<file path="src/rtl/pe_pkg.sv">
// pe_pkg: shared mode encodings, lane width and saturation bounds for the
// mixed-precision processing element.
package pe_pkg;
    localparam logic MODE_16B = 1'b0;
    localparam logic MODE_8B  = 1'b1;

    function automatic int lane_w(int w);
        return w / 2;
    endfunction

    function automatic logic [63:0] sat_max(int w);
        return (64'd1 << (w - 1)) - 64'd1;
    endfunction

    function automatic logic [63:0] sat_min(int w);
        return 64'd1 << (w - 1);
    endfunction
endpackage

</file>
<file path="src/rtl/pe_sat_add.sv">
// pe_sat_add: signed W-bit adder with overflow detect and optional clamping
// to the signed W-bit range.
module pe_sat_add
    import pe_pkg::*;
#(
    parameter int W      = 48,
    parameter bit SAT_EN = 1'b1
) (
    input  logic [W-1:0] a_i,
    input  logic [W-1:0] b_i,
    output logic [W-1:0] sum_o,
    output logic         ovf_o
);
    localparam logic [63:0] MAX = sat_max(W);
    localparam logic [63:0] MIN = sat_min(W);

    logic [W:0] s;

    assign s     = {a_i[W-1], a_i} + {b_i[W-1], b_i};
    assign ovf_o = s[W] ^ s[W-1];
    assign sum_o = (SAT_EN && ovf_o) ? (s[W] ? MIN[W-1:0] : MAX[W-1:0]) : s[W-1:0];
endmodule

</file>
<file path="src/rtl/pe_mp_acc.sv">
// pe_mp_acc: two-stage precision-configurable MAC PE (one 16x16 or two packed
// 8-bit lanes per beat) with internal accumulation, saturation and sticky ovf.
module pe_mp_acc
    import pe_pkg::*;
#(
    parameter int ACT_WIDTH    = 16,
    parameter int WGT_WIDTH    = 16,
    parameter int PE_OUT_WIDTH = 48,
    parameter int LANES        = 2,
    parameter bit SAT_EN       = 1'b1
) (
    input  logic                    clk,
    input  logic                    reset,
    input  logic                    in_valid,
    input  logic                    mode_8b,
    input  logic                    act_signed,
    input  logic [ACT_WIDTH-1:0]    a,
    input  logic [WGT_WIDTH-1:0]    b,
    input  logic [PE_OUT_WIDTH-1:0] c,
    input  logic                    c_sel,
    input  logic                    acc_clear,
    output logic [PE_OUT_WIDTH-1:0] out,
    output logic                    out_valid,
    output logic [1:0]              ovf
);
    localparam int LW  = lane_w(PE_OUT_WIDTH);
    localparam int PW  = ACT_WIDTH + WGT_WIDTH;
    localparam int LPW = 17;

    logic [PW-1:0]             p16_d, p16_q;
    logic [LANES-1:0][LPW-1:0] lp_d, lp_q;
    logic [LANES-1:0][LW-1:0]  lr;
    logic [LANES-1:0]          lo;
    logic                      v1_q, mode_q, c_sel_q, clr_q, o16, out_valid_q;
    logic [PE_OUT_WIDTH-1:0]   c_q, addend, r16, out_d, out_q;
    logic [1:0]                ovf_d, ovf_q;

    assign p16_d = $signed({{WGT_WIDTH{a[ACT_WIDTH-1]}}, a}) * $signed({{ACT_WIDTH{b[WGT_WIDTH-1]}}, b});

    // Feedback comes straight from out_q so back-to-back accumulation needs no bypass.
    assign addend = clr_q ? '0 : (c_sel_q ? c_q : out_q);

    for (genvar i = 0; i < LANES; i++) begin : g_lane
        logic [7:0] ai;
        assign ai      = a[8*i +: 8];
        assign lp_d[i] = {{9{act_signed & ai[7]}}, ai} * {{9{b[7]}}, b[7:0]};
        pe_sat_add #(.W(LW), .SAT_EN(SAT_EN)) u_lane_add (
            .a_i   ({{(LW-LPW){lp_q[i][LPW-1]}}, lp_q[i]}),
            .b_i   (addend[LW*i +: LW]),
            .sum_o (lr[i]),
            .ovf_o (lo[i])
        );
    end

    pe_sat_add #(.W(PE_OUT_WIDTH), .SAT_EN(SAT_EN)) u_wide_add (
        .a_i   ({{(PE_OUT_WIDTH-PW){p16_q[PW-1]}}, p16_q}),
        .b_i   (addend),
        .sum_o (r16),
        .ovf_o (o16)
    );

    always_ff @(posedge clk or negedge reset) begin
        if (!reset) begin
            v1_q    <= 1'b0;
            mode_q  <= MODE_16B;
            c_sel_q <= 1'b0;
            clr_q   <= 1'b0;
            p16_q   <= '0;
            lp_q    <= '0;
            c_q     <= '0;
        end else begin
            v1_q <= in_valid;
            if (in_valid) begin
                mode_q  <= mode_8b;
                c_sel_q <= c_sel;
                clr_q   <= acc_clear;
                p16_q   <= p16_d;
                lp_q    <= lp_d;
                c_q     <= c;
            end
        end
    end

    always_comb begin
        out_d = out_q;
        ovf_d = ovf_q;
        if (v1_q) begin
            out_d = (mode_q == MODE_8B) ? lr : r16;
            ovf_d = (clr_q ? 2'b00 : ovf_q) | ((mode_q == MODE_16B) ? {1'b0, o16} : lo);
        end
    end

    always_ff @(posedge clk or negedge reset) begin
        if (!reset) begin
            out_q       <= '0;
            ovf_q       <= 2'b00;
            out_valid_q <= 1'b0;
        end else begin
            out_q       <= out_d;
            ovf_q       <= ovf_d;
            out_valid_q <= v1_q;
        end
    end

    assign out       = out_q;
    assign ovf       = ovf_q;
    assign out_valid = out_valid_q;
endmodule

</file>
<file path="config.mk">
export PLATFORM = sky130hd
export DESIGN_NAME = pe_mp_acc
export DESIGN_NICKNAME = d
export VERILOG_FILES = /design/src/rtl/pe_pkg.sv /design/src/rtl/pe_sat_add.sv /design/src/rtl/pe_mp_acc.sv
export SDC_FILE = /design/constraint.sdc
export NUM_CORES = 2
export LEC_CHECK = 0
export ABC_AREA = 1
export ABC_CLOCK_PERIOD_IN_PS = 8100
export BUFFER_PORTS_ARGS = -buffer_cell sky130_fd_sc_hd__buf_2
export CORE_UTILIZATION = 40
export DETAILED_ROUTE_END_ITERATION = 6
export RECOVER_POWER = 100
export SYNTH_ARGS = -nofsm -noshare
export SYNTH_HDL_FRONTEND = slang
export SYNTH_HIERARCHICAL = 1
export SYNTH_SLANG_ARGS = --single-unit
</file>
<file path="constraint.sdc">
create_clock -name clk -period 8.1 [get_ports clk]
set_input_delay 0.405 -clock clk [delete_from_list [all_inputs] [get_ports clk]]
set_output_delay 0.405 -clock clk [all_outputs]
set_load 0.05 [all_outputs]
</file>
After elaboration in Yosys (flattened, before gate mapping)
Index checks and enable logic that the tools add are counted.

cells by class
  mux-type cells = 11
  bitwise logic cells = 6
  add/subtract/negate cells = 3
  $mul = 3

operators with widths
  operator                                        count
  48-bit 2-to-1 mux                               5
  24-bit 2-to-1 mux                               4
  17-bit by 24-bit adder with 25-bit output       2
  32-bit by 48-bit adder with 49-bit output       1
  9-bit by 8-bit multiplier with 17-bit output    2
  16-bit by 16-bit multiplier with 32-bit output  1
  2-bit 2-to-1 mux                                2
  1-bit XOR                                       3
  1-bit bitwise AND                               2
  2-bit OR                                        1

word-level totals
  output and inout bits = 51
  flip-flop bits (word level) = 169
  logic and storage cells = 34
  input port bits = 87

Depth between registers and ports, before layout
  word-level depth = 6
  mapped depth = 29
  gate-level depth less buffers = 27

Hierarchy
Netlist, hierarchy kept.

modules (own cells, without submodules)
  module                                  times used  seq. area each (µm²)  area an instance (µm²)  cells an instance
  pe_mp_acc                               1           4179.0                23122.2                 2985
  pe_sat_add at u_wide_add                1           0.0                   4438.0                  863
  pe_sat_add at g_lane[0].u_lane_add ...  2           0.0                   1775.5                  347

Least setup slack after synthesis
Ideal clock, no wire load.

  kind = input -> register
  start point = input b[6]
  end point = register p16_q[31]
  cell stages on the path = 22
  arrival = 5.878 ns
  setup slack = 2.105 ns
  path buffers = 2
  library setup time = 0.118 ns
  data required time = 7.982 ns
  cells stage by stage = clkbuf_1 buf_1 nand2_1 fa_1 inv_1 fa_1 fa_1 fa_1 inv_1 fa_1 fa_1 inv_1 ha_1 nand2_1 nor2_1 nand2_1 nor3_1 nand2_1 nand2_1 nand2_1 nand3_1 nand2_1

between the ends
  cells in the longest elaborated chain, start to end = 1

ends and longest elaborated chain
  what                                            line             text
  from (decl)                                     pe_mp_acc.sv:18  input logic [WGT_WIDTH-1:0] b,
  16-bit by 16-bit multiplier with 32-bit output  pe_mp_acc.sv:38  assign p16_d = $signed({{WGT_WIDTH{a[ACT_WIDTH-1]}}, a}) * $signed({{ACT_WIDTH{b[WGT_WIDTH-1]}}, b});
  to (signal assigned)                            pe_mp_acc.sv:77  p16_q <= p16_d;
  to (decl)                                       pe_mp_acc.sv:30  logic [PW-1:0] p16_d, p16_q;

No other way between the ends.
A chain may end at the register's enable or synchronous reset.

Worst setup path in the final report
  start point = register c_sel_q
  end point = register out_q[43] (netlist: out[43])

between the ends
  cells in the longest elaborated chain, start to end = 6
  elaborated cells between the ends (all ways) = 11
  those cells by class = add/sub (2); mux (7); bitwise (2)

ends and longest elaborated chain
  what                                                   line                                text
  from (decl)                                            pe_mp_acc.sv:34                     logic v1_q, mode_q, c_sel_q, clr_q, o16, out_valid_q;
  from (signal assigned)                                 pe_mp_acc.sv:75                     c_sel_q <= c_sel;
  48-bit 2-to-1 mux (*) (2 in series)                    pe_mp_acc.sv:41                     assign addend = clr_q ? '0 : (c_sel_q ? c_q : out_q);
  via addend[14]                                         pe_mp_acc.sv:35                     logic [PE_OUT_WIDTH-1:0] c_q, addend, r16, out_d, out_q;
  32-bit by 48-bit adder with 49-bit output (*)          pe_sat_add.sv:19                    assign s = {a_i[W-1], a_i} + {b_i[W-1], b_i};
  48-bit 2-to-1 mux / 1-bit XOR (equally long branches)  pe_sat_add.sv:21, pe_sat_add.sv:20
  48-bit 2-to-1 mux (*)                                  pe_sat_add.sv:21                    assign sum_o = (SAT_EN && ovf_o) ? (s[W] ? MIN[W-1:0] : MAX[W-1:0]) : s[W-1:0];
  via r16[43]                                            pe_mp_acc.sv:35
  48-bit 2-to-1 mux (*)                                  pe_mp_acc.sv:88                     out_d = (mode_q == MODE_8B) ? lr : r16;
  to (signal assigned)                                   pe_mp_acc.sv:99                     out_q <= out_d;
  to (decl)                                              pe_mp_acc.sv:35

The timed path passes the listed nets; every way through them passes the cells marked *.

==> metrics.md <==
| Metric | Value |
|---|---|
| Failing checks | `capacitance limit, slew limit` |
| CORE AREA | `76500 um^2` |
| H-tree depth | `4` |
| Post-synthesis simple-gate area fraction | `0.258` |
| Worst skew pair latency | `480 ps` |
| Net count after synthesis | `5255` |
| Fin Clk Skew | `13.4 ps` |
| FILL cells | `8226` |
| Final Wtd Congestion | `0.965` |
| Critical path peak fanout | `50` |
| Drt pass-1 iters | `5` |
| Crit Path Category | `reg2reg` |
| Ports | `138` |
| RSZ-0062 raised after global routing | `false` |
| Req. time, crit path | `8450 ps` |
| Worst Setup Start Kind | `flip-flop` |
| Post-cts sizing count | `0` |
| Status | `finished with violations` |
| FP Rows | `101` |
| Tmin final | `6570 ps` |
| Asr flop ratio synth | `1.00` |
| Root Buffer | `clkbuf_16` |
| Clk slew on worst S/H paths | `70 ps` |
| Hold Startpoint | `c[31]` |
| Hpwl dp | `81800 um` |
| Area Growth Syn to Fin | `6.04%` |
| Seq cells post-synth | `167` |
| Number of max-cap violations | `8` |
| Setup repair bufs after CTS | `0` |
| Final worst path period share | `0.811` |
| Routed vias | `27.6k` |
| Hold path depth | `3` |
| Layout cells sized above 1 | `0.0476` |
| DRT Wirelength | `95900 um` |
| Arr. time, crit path | `6920 ps` |
| Die area | `78900 um^2` |
| CP Launch Point | `c_sel_q$_DFFE_PN0P_` |
| Iteration-0 DRC count of the detailed router | `1758` |
| Total Neg Setup Slack | `0 ps` |
| First-pass GRT wire length | `154000 um` |
| Largest family of logic cells by synthesized area | `adder cells` |
| Clock Path Buffers | `2` |
| Hold Fails Final Rpt | `0` |
| Slew headroom | `-1.58` |
| Syn avg cell area | `6.85 um^2` |
| Synth Flop Type | `dfrtp_1` |
| Die Y | `281 um` |
| Area of the multi-input gates | `22400 um^2` |
| Final core occ | `0.431` |
| Register area | `4180 um^2` |
| Worst slew pin tran | `3870 ps` |
| Fmax | `152 MHz` |
| Largest net degree at the start of global routing | `81` |
| Number of clock sinks | `167` |
| Reg-to-reg startpoint | `c_sel_q$_DFFE_PN0P_` |
| Chip width | `281 um` |
| Num CTS Buffers | `17` |
| Sequential fraction of the synthesis area | `0.134` |
| Starting density of the core | `0.407` |
| Via/cell ratio | `4.91` |
| Post-synthesis adder-cell area fraction | `0.345` |
| Routed wire per std cell | `17.1 um` |
| Cells on worst reg2reg path | `18` |
| GR Overflow Total | `0` |
| Ant. Diodes | `0` |
| Antenna violation net count after detailed routing | `0` |
| Vias in the first global route | `27.6k` |
| Netlist cell types | `47` |
| Final Net Count | `5283` |
| Worst hold-check path type | `in2reg` |
| Mapped cell area | `31100 um^2` |
| Reg2reg setup slack | `1530 ps` |
| CTS tree | `yes` |
| GR Util All Layers | `0.251` |
| Buffers on Ports | `137` |
| Worst hold path endpoint | `c_q[31]$_DFFE_PN0P_` |
| Cells after Synth | `4542` |
| Max-slew violation count | `513` |
| Mux contribution to synthesized area | `0` |
| Initial antenna violation count | `0` |
| Post-synth EDFFs | `0` |
| DRC | `0` |
| Worst hold slack | `127 ps` |
| Crit Reg-Reg Endpoint | `out[43]$_DFFE_PN0P_` |
| Compound-gate portion of the synthesized area | `0.0923` |
| Yosys warns | `6` |
| Worst Setup End Kind | `flip-flop` |
| Setup-failing EPs final | `0` |
| Post-Synth XOR/XNOR Area | `0.0245` |
-- logic make-up (layout without fill, tap and decap cells) --
| family | after synthesis | count (layout) |
|---|---|---|
| buf+inv | 1176 | 1217 |
| compound gates | 546 | 546 |
| simple gates | 1940 | 1940 |
| flops | 167 | 167 |
| xor+xnor | 87 | 87 |
| fa+ha+maj | 626 | 626 |
-- Yosys cell counts (24+ instances only) --
cell,n,area share
nor2_1,288,0.035
xor2_1,42,0.012
clkbuf_1,109,0.013
o21ai_0,275,0.044
xnor2_1,45,0.013
nand4_1,61,0.012
nand2_2,51,0.010
a21oi_1,191,0.031
nand3_1,140,0.023
nand2_1,1312,0.16
o21bai_1,32,0.0077
nor3_1,24,0.0039
ha_1,239,0.096
dfrtp_1,167,0.13
fa_1,387,0.25
inv_1,1016,0.12
-- per-stage QoR --
stage	area [um^2]	cells	setup slack (ps)
5_1_grt	33000	5613	943
3_3_place_gp	32500	5580	1750
4_1_cts	33100	5613	2200
2_1_floorplan	31100	4542	2100
3_5_place_dp	32500	5580	1690
6_report	33000	5613	1530
-- how the worst max path moves through the flow --
stage / endpoint / slack, ps / cells past startpoint
6_report: out[43]$_DFFE_PN0P_ / 1530 / 18
5_1_grt: out[43]$_DFFE_PN0P_ / 940 / 18
4_1_cts: p16_q[31]$_DFFE_PN0P_ / 2200 / 21
3_5_place_dp: p16_q[31]$_DFFE_PN0P_ / 1690 / 21
3_3_place_gp: p16_q[31]$_DFFE_PN0P_ / 1750 / 21
2_1_floorplan: p16_q[31]$_DFFE_PN0P_ / 2100 / 22
-- worst max-delay path, stage by stage, from the launching register on --
cell and delay, ps:
dfrtp_1 1250, clkbuf_1 1420, o21ai_0 300, a21oi_1 570, ha_1 430, nand2_1 200
inv_1 60, nand2_1 60, nand2_1 70, a21oi_1 200, nand2_1 210, nand2_1 170
nand3_1 90, nand2_1 100, nand2_4 90, nand2_4 390, o21ai_0 160, o21ai_0 480
o21ai_0 130
-- cells in the final DEF (no fill, tap or decap), types with 5 or more instances in the layout --
cell	count
a21oi_1	191
a31oi_1	21
buf_2	82
clkbuf_1	61
clkbuf_16	17
dfrtp_1	167
fa_1	387
ha_1	239
inv_1	1016
inv_2	20
inv_6	5
nand2_1	1327
nand2_2	36
nand3_1	141
nand3b_1	9
nand4_1	61
nor2_1	288
nor2_2	12
nor2_4	5
nor3_1	24
o21ai_0	286
o21ai_1	6
o21bai_1	32
or2_2	15
xnor2_1	45
xor2_1	42
-- layer usage --
| metal | vias to the layer above | routed length [um] | track usage |
|---|---|---|---|
| met5 | - | 0 | 0 |
| met4 | 0 | 2180 | 0.0677 |
| met3 | 95 | 4310 | 0.0211 |
| met2 | 666 | 44500 | 0.420 |
| met1 | 13100 | 44900 | 0.347 |
| li1 | 13700 | - | - |
-- final cells by class --
class,count,share of cell area
Sequential cell,167,0.127
Timing Repair Buffer,147,0.0204
Multi-Input combinational cell,3199,0.678
Clock buffer,17,0.0129
Tap cell,1030,0.0391
Inverter,1038,0.118
Clock inverter,15,0.00504
-- flip-flops by register name (all words and copies together) (netlist names) --
name and flops:
out_valid 1, p16_q 32, c_sel_q 1, clr_q 1, out 48, c_q 48, ovf 2, mode_q 1
lp_q 32, v1_q 1
-- timing repair --
action                                 4_1_cts  5_1_grt
setup endpoints to repair                    0        0
hold buffers                                 1        0
endpoints found under the hold margin       40        0
Power is not shown: default switching activity piles up to over one toggle a cycle in this logic, so the estimate is an artifact.
